### config.mk
export PLATFORM = sky130hd
export DESIGN_NAME = control_fsm
export DESIGN_NICKNAME = d
export VERILOG_FILES = /design/src/rtl/control_fsm.sv
export SDC_FILE = /design/constraint.sdc
export NUM_CORES = 1
export LEC_CHECK = 0
export CAP_MARGIN = 40
export CORE_MARGIN = 5
export CORE_UTILIZATION = 40
export DETAILED_ROUTE_END_ITERATION = 10
export PLACE_DENSITY = 0.74
export SKIP_LAST_GASP = 1
export SLEW_MARGIN = 20
export SYNTH_ARGS = -nofsm -noshare
export SYNTH_HDL_FRONTEND = slang
export SYNTH_SLANG_ARGS = --single-unit
### constraint.sdc
create_clock -name clk -period 2.26 [get_ports clk]
set_input_delay 0.226 -clock clk [delete_from_list [all_inputs] [get_ports clk]]
set_output_delay 0.226 -clock clk [all_outputs]
set_load 0.05 [all_outputs]
### src/rtl/control_fsm.sv
// control_fsm: multi-cycle control unit sitting in front of the Datapath.
// Latches the fetched instruction, decodes it and steps it through
// FETCH/DECODE/EXEC/MEM/WBACK while driving the Datapath control lines.
//
// Ports:
//   clk        rising-edge clock
//   reset      asynchronous, active-low reset
//   Instr      instruction from the fetch path (sampled in FETCH)
//   Status     ALU flags {N,Z,C,V}; C=1 means A>=B unsigned
//   mem_ready  data memory completes the access this cycle
//   imm_sel    immediate format: 00 I/load, 01 S, 10 B
//   RegRW      register-file write enable (WBACK only)
//   ALUsrc     1 = immediate as ALU operand B
//   ALUop      ALU operation code
//   MRW        data memory write enable (store, MEM only)
//   WB         1 = ALU result, 0 = memory data to register file
//   PCsrc      1 = branch target selected
//   pc_en      PC update strobe, last cycle of each instruction
//   state      current state code
//   fault      00 none, 01 illegal instruction, 10 memory timeout
//
// state | meaning
// ------+-------------------------------------------------
// 0     | FETCH  : latch Instr into IR
// 1     | DECODE : check opcode, decoded fields become valid
// 2     | EXEC   : ALU op; branches resolve and finish here
// 3     | MEM    : data memory access, waits on mem_ready
// 4     | WBACK  : register-file write, PC update
// 5     | HALT   : fault parking state, left only by reset

module control_fsm #(
    parameter int MEM_TIMEOUT = 15,
    parameter int CNT_W       = 8
) (
    input  logic        clk,
    input  logic        reset,
    input  logic [31:0] Instr,
    input  logic [3:0]  Status,
    input  logic        mem_ready,
    output logic [1:0]  imm_sel,
    output logic        RegRW,
    output logic        ALUsrc,
    output logic [3:0]  ALUop,
    output logic        MRW,
    output logic        WB,
    output logic        PCsrc,
    output logic        pc_en,
    output logic [2:0]  state,
    output logic [1:0]  fault
);

    localparam logic [2:0] S_FETCH  = 3'd0;
    localparam logic [2:0] S_DECODE = 3'd1;
    localparam logic [2:0] S_EXEC   = 3'd2;
    localparam logic [2:0] S_MEM    = 3'd3;
    localparam logic [2:0] S_WBACK  = 3'd4;
    localparam logic [2:0] S_HALT   = 3'd5;

    localparam logic [3:0] OP_AND  = 4'b0000;
    localparam logic [3:0] OP_OR   = 4'b0001;
    localparam logic [3:0] OP_XOR  = 4'b0011;
    localparam logic [3:0] OP_ADD  = 4'b0100;
    localparam logic [3:0] OP_SLL  = 4'b0101;
    localparam logic [3:0] OP_SRL  = 4'b0110;
    localparam logic [3:0] OP_SRA  = 4'b0111;
    localparam logic [3:0] OP_SLT  = 4'b1000;
    localparam logic [3:0] OP_SLTU = 4'b1001;
    localparam logic [3:0] OP_SUB  = 4'b1100;

    localparam logic [CNT_W-1:0] CNT_LAST = CNT_W'(MEM_TIMEOUT - 1);

    logic [31:0]      ir;
    logic [CNT_W-1:0] cnt, cnt_nxt;
    logic [2:0]       state_nxt;
    logic [1:0]       fault_nxt;

    logic [6:0] opcode;
    logic [2:0] funct3;
    logic       is_r, is_i, is_ld, is_st, is_br, legal, taken;
    logic [1:0] dec_imm;
    logic       dec_src, dec_wb;
    logic [3:0] dec_op;
    logic       unused_ir;

    assign opcode    = ir[6:0];
    assign funct3    = ir[14:12];
    assign unused_ir = ^{ir[31], ir[29:15], ir[11:7]};

    function automatic logic [3:0] alu_fn(input logic [2:0] f3, input logic alt);
        case (f3)
            3'b000:  alu_fn = alt ? OP_SUB : OP_ADD;
            3'b001:  alu_fn = OP_SLL;
            3'b010:  alu_fn = OP_SLT;
            3'b011:  alu_fn = OP_SLTU;
            3'b100:  alu_fn = OP_XOR;
            3'b101:  alu_fn = alt ? OP_SRA : OP_SRL;
            3'b110:  alu_fn = OP_OR;
            default: alu_fn = OP_AND;
        endcase
    endfunction

    always_comb begin
        is_r  = (opcode == 7'b0110011);
        is_i  = (opcode == 7'b0010011);
        is_ld = (opcode == 7'b0000011) && (funct3 == 3'b010);
        is_st = (opcode == 7'b0100011) && (funct3 == 3'b010);
        is_br = (opcode == 7'b1100011) && (funct3 != 3'b010) && (funct3 != 3'b011);
        legal = is_r | is_i | is_ld | is_st | is_br;

        dec_imm = is_st ? 2'b01 : (is_br ? 2'b10 : 2'b00);
        dec_src = is_i | is_ld | is_st;
        dec_wb  = ~is_ld;
        if (is_r)
            dec_op = alu_fn(funct3, ir[30]);
        else if (is_i)
            // I-ALU funct3 000 has no SUB form; bit 30 is part of the immediate
            dec_op = (funct3 == 3'b000) ? OP_ADD : alu_fn(funct3, ir[30]);
        else if (is_br)
            dec_op = OP_SUB;
        else
            dec_op = OP_ADD;

        // Status = {N,Z,C,V}
        case (funct3)
            3'b000:  taken = Status[2];
            3'b001:  taken = ~Status[2];
            3'b100:  taken = Status[3] ^ Status[0];
            3'b101:  taken = ~(Status[3] ^ Status[0]);
            3'b110:  taken = ~Status[1];
            3'b111:  taken = Status[1];
            default: taken = 1'b0;
        endcase
    end

    always_ff @(posedge clk or negedge reset) begin
        if (!reset) begin
            state <= S_FETCH;
            ir    <= '0;
            fault <= 2'b00;
            cnt   <= '0;
        end else begin
            state <= state_nxt;
            fault <= fault_nxt;
            cnt   <= cnt_nxt;
            if (state == S_FETCH)
                ir <= Instr;
        end
    end

    always_comb begin
        state_nxt = state;
        fault_nxt = fault;
        cnt_nxt   = cnt;
        case (state)
            S_FETCH:  state_nxt = S_DECODE;
            S_DECODE: begin
                if (legal) begin
                    state_nxt = S_EXEC;
                end else begin
                    state_nxt = S_HALT;
                    fault_nxt = 2'b01;
                end
            end
            S_EXEC: begin
                if (is_br) begin
                    state_nxt = S_FETCH;
                end else if (is_ld || is_st) begin
                    state_nxt = S_MEM;
                    cnt_nxt   = '0;
                end else begin
                    state_nxt = S_WBACK;
                end
            end
            S_MEM: begin
                // a ready on the last allowed cycle still completes the access
                if (mem_ready) begin
                    state_nxt = is_ld ? S_WBACK : S_FETCH;
                end else if (cnt == CNT_LAST) begin
                    state_nxt = S_HALT;
                    fault_nxt = 2'b10;
                end else begin
                    cnt_nxt = cnt + 1'b1;
                end
            end
            S_WBACK: state_nxt = S_FETCH;
            S_HALT:  state_nxt = S_HALT;
            default: state_nxt = S_FETCH;
        endcase
    end

    always_comb begin
        imm_sel = 2'b00;
        ALUsrc  = 1'b0;
        ALUop   = OP_ADD;
        WB      = 1'b1;
        RegRW   = 1'b0;
        MRW     = 1'b0;
        PCsrc   = 1'b0;
        pc_en   = 1'b0;
        if (legal && (state == S_DECODE || state == S_EXEC ||
                      state == S_MEM || state == S_WBACK)) begin
            imm_sel = dec_imm;
            ALUsrc  = dec_src;
            ALUop   = dec_op;
            WB      = dec_wb;
        end
        case (state)
            S_EXEC: begin
                if (is_br) begin
                    pc_en = 1'b1;
                    PCsrc = taken;
                end
            end
            S_MEM: begin
                MRW   = is_st;
                pc_en = is_st & mem_ready;
            end
            S_WBACK: begin
                RegRW = 1'b1;
                pc_en = 1'b1;
            end
            default: ;
        endcase
    end

endmodule

==> impl_metrics.csv <==
group,metric,value,unit
final_layout,layout.nets,246,
grt,grt_pass1_vias,1370,
grt,antenna_found_initial,0,
sta,fmax,0.422,GHz
critical_path,required,2.03,ns
synth,netlist_area,1450,um2
sta,finalSetupViolCount,3,
clocking,clk_pin_slew,0.14,ns
outcome,violations,"negative setup slack",
sta,period_needed,2.37,ns
placed_design,dp_cells,240,
critical_path,worstSetupPathType,"register to primary output",
synth,yosys_warnings,0,
floorplan,die_area,4930,um2
sta,slew_viol_final,0,
clocking,cts.path.max_buffers,2,
critical_path,crit_fanout,2,
floorplan,die_h,70.2,um
floorplan,die_w,70.2,um
critical_path,slowest_stage,"or4_4",
placed_design,place_area,2010,um2
synth,ys.flop_type,"dfrtp_1",
drt,ant_nets,0,
critical_path,path_cells,"or3b_4 > a21oi_2 > o21a_2 > nand2_2 > or4_4 > buf_8",
grt,gr-total-overflow,0,
final_layout,area_growth,47.0,%
grt,grt_pass1_wl,6180,um
final_layout,drive_above_1_share,32.4,%
grt,grt_max_degree,25,
drt,wire_per_inst,14.8,um
synth,async_flop_share,100,%
critical_path,worstSetupStartpointType,"register",
synth,synth_fp_nets,198,
sta,setup_slack,-0.112,ns
clocking,clock_latency,0.32,ns
critical_path,critPathBufInv,1,
pwr,cell_internal_pwr,0.000975,W
critical_path,cp.arrival,2.15,ns
sta,maxSlewHeadroom,61.8,%
placed_design,place_congestion,0.847,
final_layout,diodes,0,
clocking,cts_num_sinks,24,
pwr,power.density,754,nW/um2
sta,hold_viol_final,0,
sta,period_share,105,%
placed_design,port_buffers,34,
floorplan,initial_core_util,42.4,%
pwr,power_frac_comb,45.2,%
synth,synth-seq-area-share,41.5,%
floorplan,coreArea,3420,um2
pwr,clockPowerShare,14.6,%
drt,route.vias.total,1365,
pwr,seqPwrFrac,40.2,%
job,max-cap-violations,0,
synth,ys_seq_elements,24,
clocking,cts_buffers,3,
drt,firstDrtPassIters,4,
hold_path,hold_path_class,"input pin to asynchronous set/reset pin",
drt,drt-initial-drc-count,66,
sta,grt_setup_unrepaired,"yes",
critical_path,r2r_slack,0.24,ns
sta,holdWs,0.243,ns
pwr,swShare,39.3,%
final_layout,design_area,2130,um2
floorplan,num_rows,21,
placed_design,dpl.hpwl,2680,um
floorplan,io_pins,56,
final_layout,layout_common_cells,"clkdlybuf4s50_1, dfrtp_1, buf_4",
drt,wirelength,3700,um
clocking,htree_num_levels,1,
synth,synth_edf_count,0,
critical_path,crit_path_end_kind,"primary output",
final_layout,fin_cells,250,
pwr,p_total,0.00161,W
outcome,status,"finished, violations left",
drt,vias_per_cell,5.46,
clocking,cts-root-buf,"clkbuf_4",
pwr,p_sw,0.000631,W
sta,tightest_slew,0.568,ns
placed_design,pre_cts_ws,0.161,ns
sta,skew,0.00481,ns
critical_path,max_stage_delay,0.44,ns
synth,synth_cell_type_count,41,
pwr,p_leak,0.863,nW
synth,netlist_instances,157,
clocking,cts_tree,"yes",
pwr,peakVddDrop,0.000573,V
drt,drc,0,
final_layout,final_common_cell,"clkdlybuf4s50_1",
grt,track_usage,15.1,%
synth,syn_area_per_cell,9.23,um2
critical_path,crit_family,"simple AND/OR/NAND/NOR gates",
==> worst register-to-register path, cell delays in order, from the launching register on <==
cell and delay [ns]:
dfrtp_1 0.41, buf_4 0.16, nor4b_2 0.38, nand2_2 0.17
nor4_2 0.52, or3_1 0.18, o21ai_0 0.07
==> power by group through the flow <==
stage | combinational [W] | clock (W) | sequential [W]
6_report | 0.000726 | 0.000234 | 0.000646
5_1_grt | 0.000787 | 0.000253 | 0.000663
4_1_cts | 0.000673 | 0.000237 | 0.000655
3_5_place_dp | 0.000639 | 0 | 0.000667
3_3_place_gp | 0.000622 | 0 | 0.000659
2_1_floorplan | 0.000482 | 0 | 0.000632
==> per-stage QoR <==
step | TNS, ns | utilization, %
floorplan | -0.172 | -
global placement | 0 | 58.8
detailed placement | 0 | 58.8
CTS | -0.219 | 60.9
global route | -0.600 | 62.3
finish | -0.158 | 62.3
==> worst paths after layout <==
check	start	to	depth (start not counted)
worst max-delay path	ir[14]	WB	6
worst min-delay path	reset	ir[12]	2
worst max register to register	ir[12]	cnt[0]	6
worst min register to register	fault[1]	fault[1]	1
max in group asynchronous	reset	state[0]	2
min in group clk	Instr[4]	ir[4]	3
==> routing by layer <==
| metal | up-vias | track usage (%) | share of wire (%) |
|---|---|---|---|
| met5 | - | 0 | 0 |
| met4 | 0 | 5.74 | 1.0 |
| met3 | 4 | 3.30 | 5.3 |
| met2 | 43 | 26.7 | 51 |
| met1 | 662 | 17.7 | 42 |
| li1 | 656 | - | - |
==> registers in the layout, indices dropped and copies added, names as in the netlist <==
name,cells
ir,11
state,3
cnt,8
fault,2
==> cell type report <==
cell class	count	area, um2
flip-flops and latches	24	604
clock buffers	4	36.3
multi-input cells	119	850
fillers	275	1290
well taps	46	57.6
inverters	6	22.5
repair buffers	51	559
==> cell usage after synthesis, drive strengths merged, types with 2 or more instances <==
master	count	share of area (%)
or3	3	1.3
nor4	5	2.6
o22ai	2	0.86
ha	2	1.7
a31oi	3	1.3
o21ai	10	3.5
nand2	16	4.3
clkbuf	4	1.0
nand4b	3	1.8
buf	4	2.2
o21a	3	1.6
or2	2	0.86
xnor2	5	3.0
nand3	4	1.4
mux2	10	7.8
nor3	8	2.8
xor2	4	2.4
dfrtp	24	41
and3	2	0.86
a21oi	5	2.0
nand2b	2	0.86
and4bb	2	1.7
nor2	15	3.9
inv	6	1.6
nand4	3	1.3
==> timing repair <==
item | 4_1_cts | 5_1_grt
endpoints found under the setup margin | 8 | 11
pin swaps | 5 | 2
hold buffers | 0 | 0
setup buffers | 3 | 3
resized for setup | 4 | 7
==> cell families (layout without fill, tap and decap cells) <==
kind of cell | after synthesis | in the layout | share of synthesized area [%]
fa+ha+maj | 2 | 2 | 1.73
xor+xnor | 9 | 9 | 5.44
simple gates | 71 | 71 | 27.2
buf+inv | 14 | 61 | 4.84
mux | 10 | 10 | 7.77
flops | 24 | 24 | 41.5
compound gates | 27 | 27 | 11.6
(Power assumes the default switching activity.)
